$ cat config.mk
export PLATFORM = sky130hd
export DESIGN_NAME = mac_array_seq
export DESIGN_NICKNAME = d
export VERILOG_FILES = /design/src/rtl/mac_seq_pkg.sv /design/src/rtl/mac_skew_line.sv /design/src/rtl/mac_array_seq.sv
export SDC_FILE = /design/constraint.sdc
export NUM_CORES = 1
export LEC_CHECK = 0
export BUFFER_PORTS_ARGS = -buffer_cell sky130_fd_sc_hd__clkbuf_2
export CELL_PAD_IN_SITES_DETAIL_PLACEMENT = 0
export CELL_PAD_IN_SITES_GLOBAL_PLACEMENT = 1
export CORE_MARGIN = 4
export CORE_UTILIZATION = 46
export DETAILED_ROUTE_END_ITERATION = 6
export PLACE_DENSITY = 0.88
export SYNTH_ARGS = -nofsm -noshare
export SYNTH_HDL_FRONTEND = slang
export SYNTH_SLANG_ARGS = --single-unit
$ cat constraint.sdc
create_clock -name clk -period 12.2 [get_ports clk]
set_input_delay 2.44 -clock clk [delete_from_list [all_inputs] [get_ports clk]]
set_output_delay 2.44 -clock clk [all_outputs]
set_load 0.02 [all_outputs]
$ cat src/rtl/mac_seq_pkg.sv
// Shared types and elaboration helpers for the systolic MAC chain sequencer.
package mac_seq_pkg;

  typedef enum logic [2:0] {IDLE, CLEAR, FEED, DRAIN, DONE} seq_state_t;

  localparam int ACC_W = 24;

  function automatic int beat_cnt_w(input int k);
    return $clog2(k + 1);
  endfunction

  function automatic int drain_cnt_w(input int rows);
    return $clog2(rows + 2);
  endfunction

  function automatic longint max_result(input int k, input int dw);
    longint m;
    m = (longint'(1) << dw) - 1;
    return longint'(k) * m * m;
  endfunction

endpackage

$ cat src/rtl/mac_skew_line.sv
// DEPTH-stage zero-reset delay line used to skew one lane's A operand.
module mac_skew_line #(
  parameter int DEPTH = 1,
  parameter int DW    = 8
) (
  input  logic          clk,
  input  logic          rst,
  input  logic [DW-1:0] d,
  output logic [DW-1:0] q
);

  if (DEPTH == 0) begin : g_wire
    logic unused_clk_rst;
    assign unused_clk_rst = clk ^ rst;
    assign q = d;
  end else begin : g_shift
    logic [DW-1:0] sr_q [DEPTH];

    always_ff @(posedge clk or posedge rst) begin
      if (rst) begin
        for (int i = 0; i < DEPTH; i++) sr_q[i] <= '0;
      end else begin
        sr_q[0] <= d;
        for (int i = 1; i < DEPTH; i++) sr_q[i] <= sr_q[i-1];
      end
    end

    assign q = sr_q[DEPTH-1];
  end

endmodule

$ cat src/rtl/mac_array_seq.sv
// Sequencer feeding a ROWS-lane systolic MAC chain: clear, K skewed beats, drain, done.
module mac_array_seq
  import mac_seq_pkg::*;
#(
  parameter int ROWS = 8,
  parameter int K    = 8,
  parameter int DW   = 8
) (
  input  logic               clk,
  input  logic               rst,
  input  logic               start,
  output logic               busy,
  output logic               done,
  input  logic               src_valid,
  output logic               src_ready,
  input  logic [ROWS*DW-1:0] src_a,
  input  logic [DW-1:0]      src_b,
  output logic               mac_clr,
  output logic               mac_en,
  output logic [DW-1:0]      mac_b,
  output logic [ROWS*DW-1:0] mac_a
);

  localparam int BW = beat_cnt_w(K);
  localparam int CW = drain_cnt_w(ROWS);
  localparam logic [BW-1:0] BEAT_LAST  = BW'(K - 1);
  localparam logic [CW-1:0] DRAIN_LAST = CW'(ROWS);

  if (max_result(K, DW) >= (longint'(1) << ACC_W)) begin : g_width_chk
    $error("mac_array_seq: K*(2^DW-1)^2 does not fit the %0d-bit accumulator", ACC_W);
  end

  seq_state_t    state_q, state_d;
  logic [BW-1:0] beat_q, beat_d;
  logic [CW-1:0] drain_q, drain_d;
  logic          accept;

  assign src_ready = (state_q == FEED);
  assign accept    = src_valid & src_ready;
  assign busy      = (state_q != IDLE);
  assign done      = (state_q == DONE);

  always_ff @(posedge clk or posedge rst) begin
    if (rst) begin
      state_q <= IDLE;
      beat_q  <= '0;
      drain_q <= '0;
    end else begin
      state_q <= state_d;
      beat_q  <= beat_d;
      drain_q <= drain_d;
    end
  end

  // DRAIN lasts ROWS+1 cycles: ROWS-1 skew hops plus the two MAC stages.
  always_comb begin
    state_d = state_q;
    beat_d  = '0;
    drain_d = '0;
    case (state_q)
      IDLE:  if (start) state_d = CLEAR;
      CLEAR: state_d = FEED;
      FEED: begin
        beat_d = beat_q;
        if (accept) begin
          if (beat_q == BEAT_LAST) state_d = DRAIN;
          else                     beat_d  = beat_q + 1'b1;
        end
      end
      DRAIN: begin
        if (drain_q == DRAIN_LAST) state_d = DONE;
        else                       drain_d = drain_q + 1'b1;
      end
      DONE:    state_d = IDLE;
      default: state_d = IDLE;
    endcase
  end

  logic               clr_q, en_q;
  logic [DW-1:0]      b_q;
  logic [ROWS*DW-1:0] a_p0_q;

  // Stage 0: a cycle without an accept launches an all-zero bubble.
  always_ff @(posedge clk or posedge rst) begin
    if (rst) begin
      clr_q  <= 1'b0;
      en_q   <= 1'b0;
      b_q    <= '0;
      a_p0_q <= '0;
    end else begin
      clr_q  <= (state_d == CLEAR);
      en_q   <= accept;
      b_q    <= accept ? src_b : '0;
      a_p0_q <= accept ? src_a : '0;
    end
  end

  assign mac_clr = clr_q;
  assign mac_en  = en_q;
  assign mac_b   = b_q;

  for (genvar i = 0; i < ROWS; i++) begin : g_lane
    mac_skew_line #(
      .DEPTH (i),
      .DW    (DW)
    ) u_skew (
      .clk (clk),
      .rst (rst),
      .d   (a_p0_q[i*DW +: DW]),
      .q   (mac_a[i*DW +: DW])
    );
  end

endmodule
; ---- After elaboration in Yosys (flattened, before gate mapping)
; Cells that the tools add are included.
[totals]
ff_bits = 309
out_inout_bits = 77
wordCells = 62
[classes]
add_sub_neg = 2
eq_ne = 9
mux = 12
n_bitwise = 1
reduce_logical = 3
[op_table]
columns = op, count
row1 = 64-bit two-way mux, 1
row2 = 4-bit two-way mux, 5
row3 = 3-bit two-way mux, 4
row4 = 3-bit case mux with 4 select lines, 1
row5 = 4-bit by 1-bit adder with 4-bit output (second input constant), 2
row6 = 8-bit two-way mux, 1
row7 = 3-bit by 1-bit equality test with 1-bit output (second input constant), 2
row8 = 3-bit by 2-bit equality test with 1-bit output (second input constant), 2
row9 = 4-bit by 3-bit equality test with 1-bit output (second input constant), 1
row10 = 4-bit equality test (second input constant), 1
row11 = 3-bit equality test (second input constant), 1
row12 = 3-bit zero test, 1
row13 = 3-bit nonzero test, 1
row14 = 2-bit by 1-bit inequality test with 1-bit output (second input constant), 1
row15 = 2-bit inequality test (second input constant), 1
row16 = 2-bit AND reduction, 1
row17 = 1-bit AND, 1

; ---- Longest topological paths before layout
; Gate-level depths: netlist of the first run.
[depth]
word_depth = 5
mapped_depth = 5

; ---- Hierarchy
; From an unflattened synthesis of the first run, not the netlist that was laid out.
[unflattened]
cells_unflattened = 504
area_unflattened_um2 = 9017.4
[by_module_without_submodules]
columns = mod, n_inst, cells_per_inst, area_per_inst_um2, seq_area_each_um2
row1 = mac_array_seq, 1, 217, 2965.3, 2127.0
row2 = mac_skew_line (g_lane[7].u_skew), 1, 65, 1465.2, 1401.3
row3 = mac_skew_line (g_lane[6].u_skew), 1, 57, 1265.0, 1201.2
row4 = mac_skew_line (g_lane[5].u_skew), 1, 49, 1064.8, 1001.0
row5 = mac_skew_line (g_lane[4].u_skew), 1, 41, 864.6, 800.8
row6 = mac_skew_line (g_lane[3].u_skew), 1, 33, 664.4, 600.6
row7 = mac_skew_line (g_lane[2].u_skew), 1, 25, 464.2, 400.4
row8 = mac_skew_line (g_lane[1].u_skew), 1, 9, 203.9, 200.2
row9 = mac_skew_line (g_lane[0].u_skew), 1, 8, 60.1, 0.0

; ---- Worst setup path after synthesis of the first run
; Ideal clock, no wire load.
[synth_timing]
kind = reg-to-output
startpoint = register state_q[0]
endpoint = output src_ready
t_arrival_ns = 0.911
required_ns = 9.760
setup_slack_ns = 8.849
path_stages_with_launch = 3
path_cell_list = dfrtp_1 -> nor3b_4 -> buf_6
[synth_between]
elab_chain_cells = 1
[synth_lines]
columns = element, line
row1 = "start, declared", mac_array_seq.sv:33  ; seq_state_t state_q, state_d;
row2 = "start signal, assigned", mac_array_seq.sv:49  ; state_q <= state_d;
row3 = 3-bit by 2-bit equality test with 1-bit output, mac_array_seq.sv:38  ; assign src_ready = (state_q == FEED);
row4 = "end, declared", mac_array_seq.sv:15  ; output logic src_ready,
; No other way between the ends.

; ---- Worst setup path in the final report of the first run
[layout_timing]
startpoint = register state_q[0]
endpoint = output busy
[layout_between]
elab_chain_cells = 1
[layout_lines]
columns = element, line
row1 = 3-bit nonzero test, mac_array_seq.sv:40  ; assign busy = (state_q != IDLE);
row2 = "end, declared", mac_array_seq.sv:12  ; output logic busy,
; No other way between the ends.

==> impl_metrics.env, run 1 <==
export IMPL_hp_start="g_lane[3].u_skew.g_shift.sr_q[22]"
export IMPL_cts_resized=0
export IMPL_irDropWorstVdd_v=0.000110
export IMPL_synthTopCellsByCount="dfrtp_1, buf_4, and3_2"
export IMPL_fin_crit_sh_pct=31.8
export IMPL_fillers=1472
export IMPL_drive_gt1_share_pct=38.1
export IMPL_rsz0062_at_grt="false"
export IMPL_synth_edf_count=0
export IMPL_seq_area_frac_synth_pct=85.7
export IMPL_ys_warn_count=0
export IMPL_synth_ff_type="dfrtp_1"
export IMPL_synth_cell_type_count=29
export IMPL_coreArea_um2=19000
export IMPL_synth_top_area_share_pct=85.7
export IMPL_leakage_uw=0.00570
export IMPL_start_util_pct=47.4
export IMPL_switching_share_pct=23.6
export IMPL_cts_setup_buffers=0
export IMPL_insertion_delay_ns=0.51
export IMPL_r2r_start="state_q[0]"
export IMPL_grt_overflow=0
export IMPL_h_tree_depth=1
export IMPL_avgSynthCellArea_um2=18.1
export IMPL_dp_hpwl_um=8450
export IMPL_path_class="reg2out"
export IMPL_cp_arrival_ns=1.44
export IMPL_drt_pass1_iterations=4
export IMPL_setup_tns_ns=0
export IMPL_track_usage_pct=12.9
export IMPL_cp_data_required_time_ns=9.76
export IMPL_cpMaxStageDelayCell="dfrtp_1"
export IMPL_totalWireLength_um=13500
export IMPL_area_growth_pct=16.9
export IMPL_pwr_share_clk_pct=36.3
export IMPL_status="complete, no violations"
export IMPL_cp_startpoint="state_q[0]"
export IMPL_ys_ff_latch=309
export IMPL_ios=153
export IMPL_cts_tree="done"
export IMPL_synth_area_leader_cell="dfrtp_1"
export IMPL_antenna_found_initial=4
export IMPL_wl_per_cell_um=15.2
export IMPL_final_hold_viol_count=0
export IMPL_crit_fanout=5
export IMPL_drt_iter0_markers=138
export IMPL_grt_pass1_vias=4455
export IMPL_holdBufCountCts=0
export IMPL_post_dp_cell_area_um2=9640
export IMPL_synth_most_common_cell="dfrtp_1"
export IMPL_maxSlewViolCount=0
export IMPL_startpoint_type="flip-flop"
export IMPL_finClkSkew_ns=0.00541
export IMPL_fin_crit_ns=3.88
export IMPL_synth_area_leaders="dfrtp_1, buf_4, and3_2"
export IMPL_die_y_um=148
export IMPL_fmax_ghz=0.258
export IMPL_power_frac_comb_pct=9.5
export IMPL_maxCapViolCount=0
export IMPL_synth_area_um2=9020
export IMPL_end_kind="primary output"
export IMPL_numClockSinks=309
export IMPL_hold_class="reg2reg"
export IMPL_syn_nets=578
export IMPL_crit_chain="nor3_1 -> inv_1 -> clkbuf_2"
export IMPL_tightest_slew_ns=1.13
export IMPL_dp_worst_setup_slack_ns=7.84
export IMPL_clkSlewWorstSetupHoldPaths_ns=0.06
export IMPL_rrSetupSlack_ns=10.63
export IMPL_p_int_uw=1750
export IMPL_gp_congestion=0.679
export IMPL_r2r_end="state_q[0]"
export IMPL_fp_row_count=50
export IMPL_final_area_um2=10500
export IMPL_die_area_um2=21900
export IMPL_seq_power_share_pct=54.1
export IMPL_syn_inst=499
export IMPL_max_stage_delay_ns=0.44
export IMPL_drc=0
export IMPL_finalSetupViolations=0
export IMPL_grt_max_degree=131
export IMPL_pwr_density_cell_nw_per_um2=217
export IMPL_final_antenna_net_count=0
export IMPL_io_buffers=152
export IMPL_setup_worst_path_end="busy"
export IMPL_grt_pass1_wl_um=22800
export IMPL_setup_ws_ns=8.32
export IMPL_die_w_um=148
export IMPL_ff2ff_path_depth=4
export IMPL_p_sw_uw=539
export IMPL_final_util_pct=55.5
export IMPL_via_per_inst=4.40
export IMPL_cts_buffers_inserted=29
export IMPL_cts_root_buf="clkbuf_16"
export IMPL_async_flop_share_pct=100
export IMPL_nets=692
export IMPL_via_count=3926
export IMPL_max_slew_margin_rel_pct=24.8
export IMPL_clockBufferDepth=3
worst min path at each step:
stage	to	slack (ns)	depth (start not counted)
finish	g_lane[3].u_skew.g_shift.sr_q[14]	0.35	0
global route	g_lane[7].u_skew.q[6]	0.35	0
CTS	g_lane[6].u_skew.g_shift.sr_q[32]	0.35	0
detailed placement	g_lane[2].u_skew.g_shift.sr_q[14]	0.33	0
global placement	g_lane[7].u_skew.g_shift.sr_q[42]	0.33	0
floorplan	g_lane[1].u_skew.q[0]	0.33	0
layout by cell type, fill, tap and decap left out, types with 4 or more instances in the layout:
cell type,netlist,routed
and3_1,31,31
clkbuf_16,0,29
nand2_1,5,5
and3_2,41,41
nor2_1,5,5
dfrtp_1,309,309
clkbuf_1,7,8
inv_1,6,5
nand3_1,4,4
clkinv_4,0,4
clkbuf_8,0,5
clkbuf_2,7,152
cell families (layout without fill, tap and decap cells):
group,count (synthesis),after routing,synth area share (%)
compound gates,5,5,0.361
xor+xnor,2,2,0.194
fa+ha+maj,3,3,0.416
buf+inv,78,211,5.77
flops,309,309,85.7
other cells,0,1,0
simple gates,102,102,7.56
metrics by stage:
step                hold WS, ns  std cells  total power (µW)
CTS                       0.347        892              2320
global route              0.349        893              2410
floorplan                 0.331        499              1430
finish                    0.345        893              2290
detailed placement        0.335        842              1480
global placement          0.332        842              1460
cell type report:
| type | count | area (µm²) | area share, % |
|---|---|---|---|
| clock inverter | 8 | 80.1 | 0.759 |
| clock buffer | 42 | 825 | 7.82 |
| sequential | 309 | 7730 | 73.3 |
| antenna | 1 | 2.50 | 0.0237 |
| tap | 260 | 325 | 3.08 |
| timing repair buffer | 155 | 783 | 7.43 |
| inverter | 6 | 30.0 | 0.285 |
| multi-input combinational | 112 | 769 | 7.30 |
registers in the layout, summed over array words and instances, names as in the netlist:
register / cells
a_p0_q: 64
drain_q: 4
mac_b: 8
state_q: 3
g_lane.u_skew.g_shift.sr_q: 168
mac_clr: 1
beat_q: 4
mac_en: 1
g_lane.u_skew.q: 56
worst max-delay path, delay by kind of cell (launching register included):
| family | cells | cell delay, ns |
|---|---|---|
| AND/OR/NAND/NOR | 1 | 0.27 |
| buffers and inverters | 2 | 0.22 |
| flip-flops | 1 | 0.44 |
power by group through the flow:
stage | clock network (µW) | registers [µW] | logic, µW
floorplan | 0 | 1250 | 181
global placement | 0 | 1240 | 212
detailed placement | 0 | 1260 | 222
CTS | 858 | 1240 | 223
global route | 908 | 1260 | 241
finish | 831 | 1240 | 218
per-layer routing:
metal	share of wire (%)	vias up	routed length, µm	global-route usage [%]
met3	7.9	39	1070	4.17
met4	2.8	6	381	4.39
met2	50	126	6790	21.9
li1	-	1781	-	-
met1	39	1974	5260	15.8
met5	0.30	-	40	0
Power figures use the tool's default switching activity.
==> run 2: changes to the inputs <==
- CORE_UTILIZATION: 46 -> 42
- PLACE_DENSITY: 0.88 -> 0.86
- clock period: 12.2 -> 3.2 ns (I/O delays scaled with it)
==> run 2 against run 1 <==
  * Sequential share of layout area decreased by 1.1 points
  * Cell area increased by 1.5%
  * Routed wire length increased by 0.34%
  * Die area increased by 9.0%
  * Via count increased by 0.46%
  * Final cell count increased by 2.0%
  * Non-clock buffer count increased by 2
  * Clock-buffer cell count decreased by 3
  * Flip-flop and latch count unchanged
==> impl_metrics.env, run 2 (same netlist as run 1, synthesis figures left out) <==
export IMPL_grt_pass1_vias=4364
export IMPL_gp_congestion=0.701
export IMPL_final_antenna_net_count=0
export IMPL_cts_setup_buffers=0
export IMPL_num_antenna_cells=0
export IMPL_fmax_ghz=0.466
export IMPL_fp_row_count=53
export IMPL_die_area_um2=23900
export IMPL_wl_per_cell_um=14.9
export IMPL_antenna_found_initial=0
export IMPL_irDropWorstVdd_v=0.000388
export IMPL_fillers=1746
export IMPL_p_sw_uw=2090
export IMPL_die_w_um=155
export IMPL_final_cell_mix="dfrtp_1, clkbuf_2, and3_2, and3_1, clkbuf_16"
export IMPL_fin_crit_ns=2.15
export IMPL_cp_arrival_ns=1.51
export IMPL_numClockSinks=309
export IMPL_tightest_slew_ns=0.725
export IMPL_dp_hpwl_um=8830
export IMPL_setup_tns_ns=0
export IMPL_holdBufCountCts=0
export IMPL_final_util_pct=50.8
export IMPL_crit_fanout=5
export IMPL_max_slew_margin_rel_pct=51.7
export IMPL_cts_buffers_inserted=29
export IMPL_insertion_delay_ns=0.52
export IMPL_start_util_pct=42.8
export IMPL_track_usage_pct=11.7
export IMPL_startpoint_type="flip-flop"
export IMPL_h_tree_depth=1
export IMPL_finalSetupViolations=0
export IMPL_via_count=3944
export IMPL_status="complete, no violations"
export IMPL_top_register="g_lane.u_skew.g_shift.sr_q"
export IMPL_ios=153
export IMPL_drt_iter0_markers=116
export IMPL_drive_gt1_share_pct=39.3
export IMPL_cts_root_buf="clkbuf_16"
export IMPL_grt_overflow=0
export IMPL_power_frac_comb_pct=9.3
export IMPL_io_buffers=152
export IMPL_grt_pass1_wl_um=22600
export IMPL_pwr_density_cell_nw_per_um2=844
export IMPL_hold_ws_ns=0.0621
export IMPL_hold_class="in2async"
export IMPL_finClkSkew_ns=0.0133
export IMPL_maxSlewViolCount=0
export IMPL_largest_reg_flops=168
export IMPL_cts_resized=0
export IMPL_mostFrequentLayoutCell="dfrtp_1"
export IMPL_die_y_um=155
export IMPL_via_per_inst=4.33
export IMPL_final_hold_viol_count=0
export IMPL_totalWireLength_um=13600
export IMPL_seq_power_share_pct=52.2
export IMPL_pwr_share_clk_pct=38.5
export IMPL_final_area_um2=10700
export IMPL_end_kind="primary output"
export IMPL_cts_tree="done"
export IMPL_clkSlewWorstSetupHoldPaths_ns=0.06
export IMPL_drt_pass1_iterations=4
export IMPL_rsz0062_at_grt="false"
export IMPL_nets=694
export IMPL_clockBufferDepth=3
export IMPL_area_growth_pct=18.6
export IMPL_dp_worst_setup_slack_ns=1.34
export IMPL_coreArea_um2=21100
export IMPL_drc=0
export IMPL_post_dp_cell_area_um2=9700
export IMPL_fin_crit_sh_pct=67.1
export IMPL_switching_share_pct=23.1
export IMPL_grt_max_degree=148
export IMPL_path_class="reg2out"
export IMPL_p_int_uw=6940
export IMPL_cp_data_required_time_ns=2.56
export IMPL_leakage_uw=0.00576
export IMPL_maxCapViolCount=0
export IMPL_setup_ws_ns=1.05
-- run 2: cell types whose count changed in the layout (fill, tap and decap cells not counted) --
| cell | previous run | this run |
|---|---|---|
| clkinv_4 | 4 | 0 |
| clkinvlp_4 | 0 | 5 |
| buf_12 | 0 | 2 |
| bufinv_16 | 1 | 4 |
| inv_8 | 1 | 0 |
| clkinv_2 | 3 | 5 |
| diode_2 | 1 | 0 |
| clkbuf_1 | 8 | 3 |
| clkbuf_8 | 5 | 7 |
-- run 2: worst paths after layout --
kind	from	to	slack (ns)	cells after the start
min	rst	g_lane[4].u_skew.q[1]	0.06	2
max	state_q[0]	busy	1.05	3
min in group clk	g_lane[6].u_skew.g_shift.sr_q[29]	g_lane[6].u_skew.g_shift.sr_q[21]	0.34	0
min reg2reg	g_lane[6].u_skew.g_shift.sr_q[29]	g_lane[6].u_skew.g_shift.sr_q[21]	0.34	0
max reg2reg	state_q[0]	a_p0_q[37]	1.61	3
max in group asynchronous	rst	g_lane[7].u_skew.g_shift.sr_q[42]	2.17	3
-- run 2: power by group through the flow --
| stage | logic, µW | clock network [µW] | registers (µW) |
|---|---|---|---|
| 6_report | 841 | 3480 | 4710 |
| 5_1_grt | 927 | 3770 | 4780 |
| 4_1_cts | 865 | 3590 | 4730 |
| 3_5_place_dp | 863 | 0 | 4800 |
| 3_3_place_gp | 821 | 0 | 4750 |
| 2_1_floorplan | 692 | 0 | 4760 |
-- run 2: area by class of cell --
cell class / count / area, µm² / area share, %
Inverter: 6 / 26.3 / 0.245
Tap cell: 275 / 344 / 3.21
Sequential cell: 309 / 7730 / 72.2
Clock inverter: 13 / 175 / 1.64
Clock buffer: 39 / 833 / 7.78
Multi-Input combinational cell: 112 / 769 / 7.19
Timing Repair Buffer: 157 / 823 / 7.69
-- run 2: routing by layer --
metal | global-route usage, % | routed length [µm] | vias up
li1 | - | - | 1779
met1 | 14.8 | 5400 | 2013
met2 | 19.4 | 6840 | 126
met3 | 3.44 | 1030 | 26
met4 | 3.99 | 311 | 0
met5 | 0 | 0 | -
-- run 2: stage by stage --
stage	cells	power [µW]
floorplan	499	5450
global placement	859	5570
detailed placement	859	5660
CTS	911	9180
global route	911	9480
finish	911	9030
-- run 2: critical path, stage by stage (launching register included) --
cell and delay (ns):
dfrtp_1 0.44, nor3_1 0.32, inv_1 0.07, clkbuf_2 0.16
==> run 3: changes to the inputs <==
- clock period: 3.2 -> 1.85 ns (I/O delays scaled with it)
==> run 3 against run 2 <==
  * Cell area is 1.6% higher
  * Critical endpoint is now src_ready
  * Flip-flop and latch count unchanged
  * Combinational power is 81% higher
  * Sequential share of layout area fell by 1.1 points
  * Largest cell class unchanged
==> impl_metrics.env, run 3 (same netlist as run 1, synthesis figures left out) <==
export IMPL_die_area_um2=23900
export IMPL_numClockSinks=309
export IMPL_cts_root_buf="clkbuf_16"
export IMPL_cts_buffers_inserted=30
export IMPL_met2_usage_pct=20.7
export IMPL_io_buffers=152
export IMPL_antenna_found_initial=2
export IMPL_cpMaxStageDelayCell="dfrtp_2"
export IMPL_h_tree_depth=1
export IMPL_fillers=1716
export IMPL_nets=710
export IMPL_drc=0
export IMPL_grt_overflow=0
export IMPL_top_register="g_lane.u_skew.g_shift.sr_q"
export IMPL_irDropWorstVdd_v=0.000766
export IMPL_maxCapViolCount=0
export IMPL_rsz0062_at_grt="true"
export IMPL_insertion_delay_ns=0.52
export IMPL_finClkSkew_ns=0.0135
export IMPL_track_usage_pct=12.3
export IMPL_crit_fanout=6
export IMPL_tightest_slew_ns=0.431
export IMPL_fin_crit_sh_pct=97.0
export IMPL_mostFrequentLayoutCell="dfrtp_1"
export IMPL_via_per_inst=4.33
export IMPL_via_count=4025
export IMPL_drive_gt1_share_pct=40.8
export IMPL_cts_tree="done"
export IMPL_drt_iter0_markers=138
export IMPL_use_met1_pct=14.8
export IMPL_fin_crit_ns=1.79
export IMPL_largest_reg_flops=168
export IMPL_hold_class="in2reg"
export IMPL_max_stage_delay_ns=0.45
export IMPL_die_w_um=155
export IMPL_wl_per_cell_um=15.3
export IMPL_gp_congestion=0.718
export IMPL_grt_pass1_wl_um=23700
export IMPL_coreArea_um2=21100
export IMPL_end_kind="primary output"
export IMPL_path_class="reg2out"
export IMPL_startpoint_type="flip-flop"
export IMPL_start_util_pct=42.8
export IMPL_area_growth_pct=20.6
export IMPL_dp_worst_setup_slack_ns=0.382
export IMPL_max_slew_margin_rel_pct=71.3
export IMPL_die_y_um=155
export IMPL_setup_tns_ns=0
export IMPL_grt_busiest_layer="met2"
export IMPL_grt_pass1_vias=4616
export IMPL_grt_util_met3_pct=4.53
export IMPL_dp_hpwl_um=9570
export IMPL_drt_pass1_iterations=4
export IMPL_clockBufferDepth=3
export IMPL_leakage_uw=0.00586
export IMPL_cp_num_buf_inv=1
export IMPL_cp_top_family="flip-flops"
export IMPL_grt_max_degree=85
export IMPL_fp_row_count=53
export IMPL_final_cell_mix="dfrtp_1, clkbuf_2, and3_2, and3_1, clkbuf_16"
export IMPL_final_util_pct=51.6
export IMPL_num_antenna_cells=0
export IMPL_crit_chain="nor3b_4 -> clkbuf_8"
export IMPL_cp_data_required_time_ns=1.48
export IMPL_setup_ws_ns=0.0552
export IMPL_finalSetupViolations=0
export IMPL_final_antenna_net_count=0
export IMPL_ios=153
export IMPL_final_hold_viol_count=0
export IMPL_status="complete, no violations"
export IMPL_cts_setup_buffers=0
export IMPL_cp_arrival_ns=1.42
export IMPL_maxSlewViolCount=0
export IMPL_totalWireLength_um=14200
export IMPL_clkSlewWorstSetupHoldPaths_ns=0.06
export IMPL_pwr_density_cell_nw_per_um2=1450
export IMPL_fmax_ghz=0.557
==> run 3: cell types whose count changed in the layout (fill, tap and decap cells not counted), sizes merged, moves of 2 or more <==
cell,before,now
clkinvlp,5,2
inv,5,8
clkinv,5,2
clkbuf,191,198
bufinv,4,2
buf,5,20
==> run 3: metrics by stage <==
stage / instance area (µm²) / instances / total power [µW] / hold slack, ns
floorplan: 9030 / 499 / 9430 / 0.331
global placement: 9810 / 873 / 9670 / 0.331
detailed placement: 9810 / 873 / 9830 / 0.335
CTS: 10900 / 929 / 16000 / 0.0513
global route: 10900 / 929 / 16600 / 0.0569
finish: 10900 / 929 / 15800 / 0.0795
==> run 3: routing by layer <==
metal	share of wire (%)	routed length, µm
met2	52	7330
met1	37	5230
met4	2.5	354
met5	0.19	27
met3	8.9	1260
==> run 3: worst paths after layout <==
kind | startpoint | endpoint | slack, ns | depth (start not counted)
worst min-delay path | src_a[20] | a_p0_q[20] | 0.08 | 2
worst min register to register | g_lane[6].u_skew.g_shift.sr_q[34] | g_lane[6].u_skew.g_shift.sr_q[26] | 0.33 | 0
worst max-delay path | state_q[2] | src_ready | 0.06 | 2
min in group asynchronous | rst | g_lane[3].u_skew.q[3] | 0.35 | 3
worst max register to register | beat_q[0] | beat_q[3] | 0.35 | 4
max in group asynchronous | rst | g_lane[6].u_skew.g_shift.sr_q[42] | 0.72 | 5
==> run 3: timing repair <==
item	in CTS	in global routing
setup endpoints to repair	1	3
resized for setup	3	3
hold buffers	1	0
endpoints found under the hold margin	7	0
pin swaps	0	2
==> run 3: area by class of cell <==
| type | count | area, µm² | area share, % |
|---|---|---|---|
| clock buffers | 47 | 936 | 8.60 |
| well taps | 275 | 344 | 3.16 |
| multi-input cells | 112 | 774 | 7.12 |
| repair buffers | 172 | 960 | 8.82 |
| inverters | 6 | 26.3 | 0.242 |
| clock inverters | 8 | 104 | 0.955 |
| flip-flops and latches | 309 | 7730 | 71.1 |
==> run 3: power breakdown <==
| part | switching [µW] | total, µW | internal [µW] |
|---|---|---|---|
| logic | 969 | 1520 | 556 |
| clock network | 2340 | 6100 | 3750 |
| registers | 355 | 8160 | 7810 |
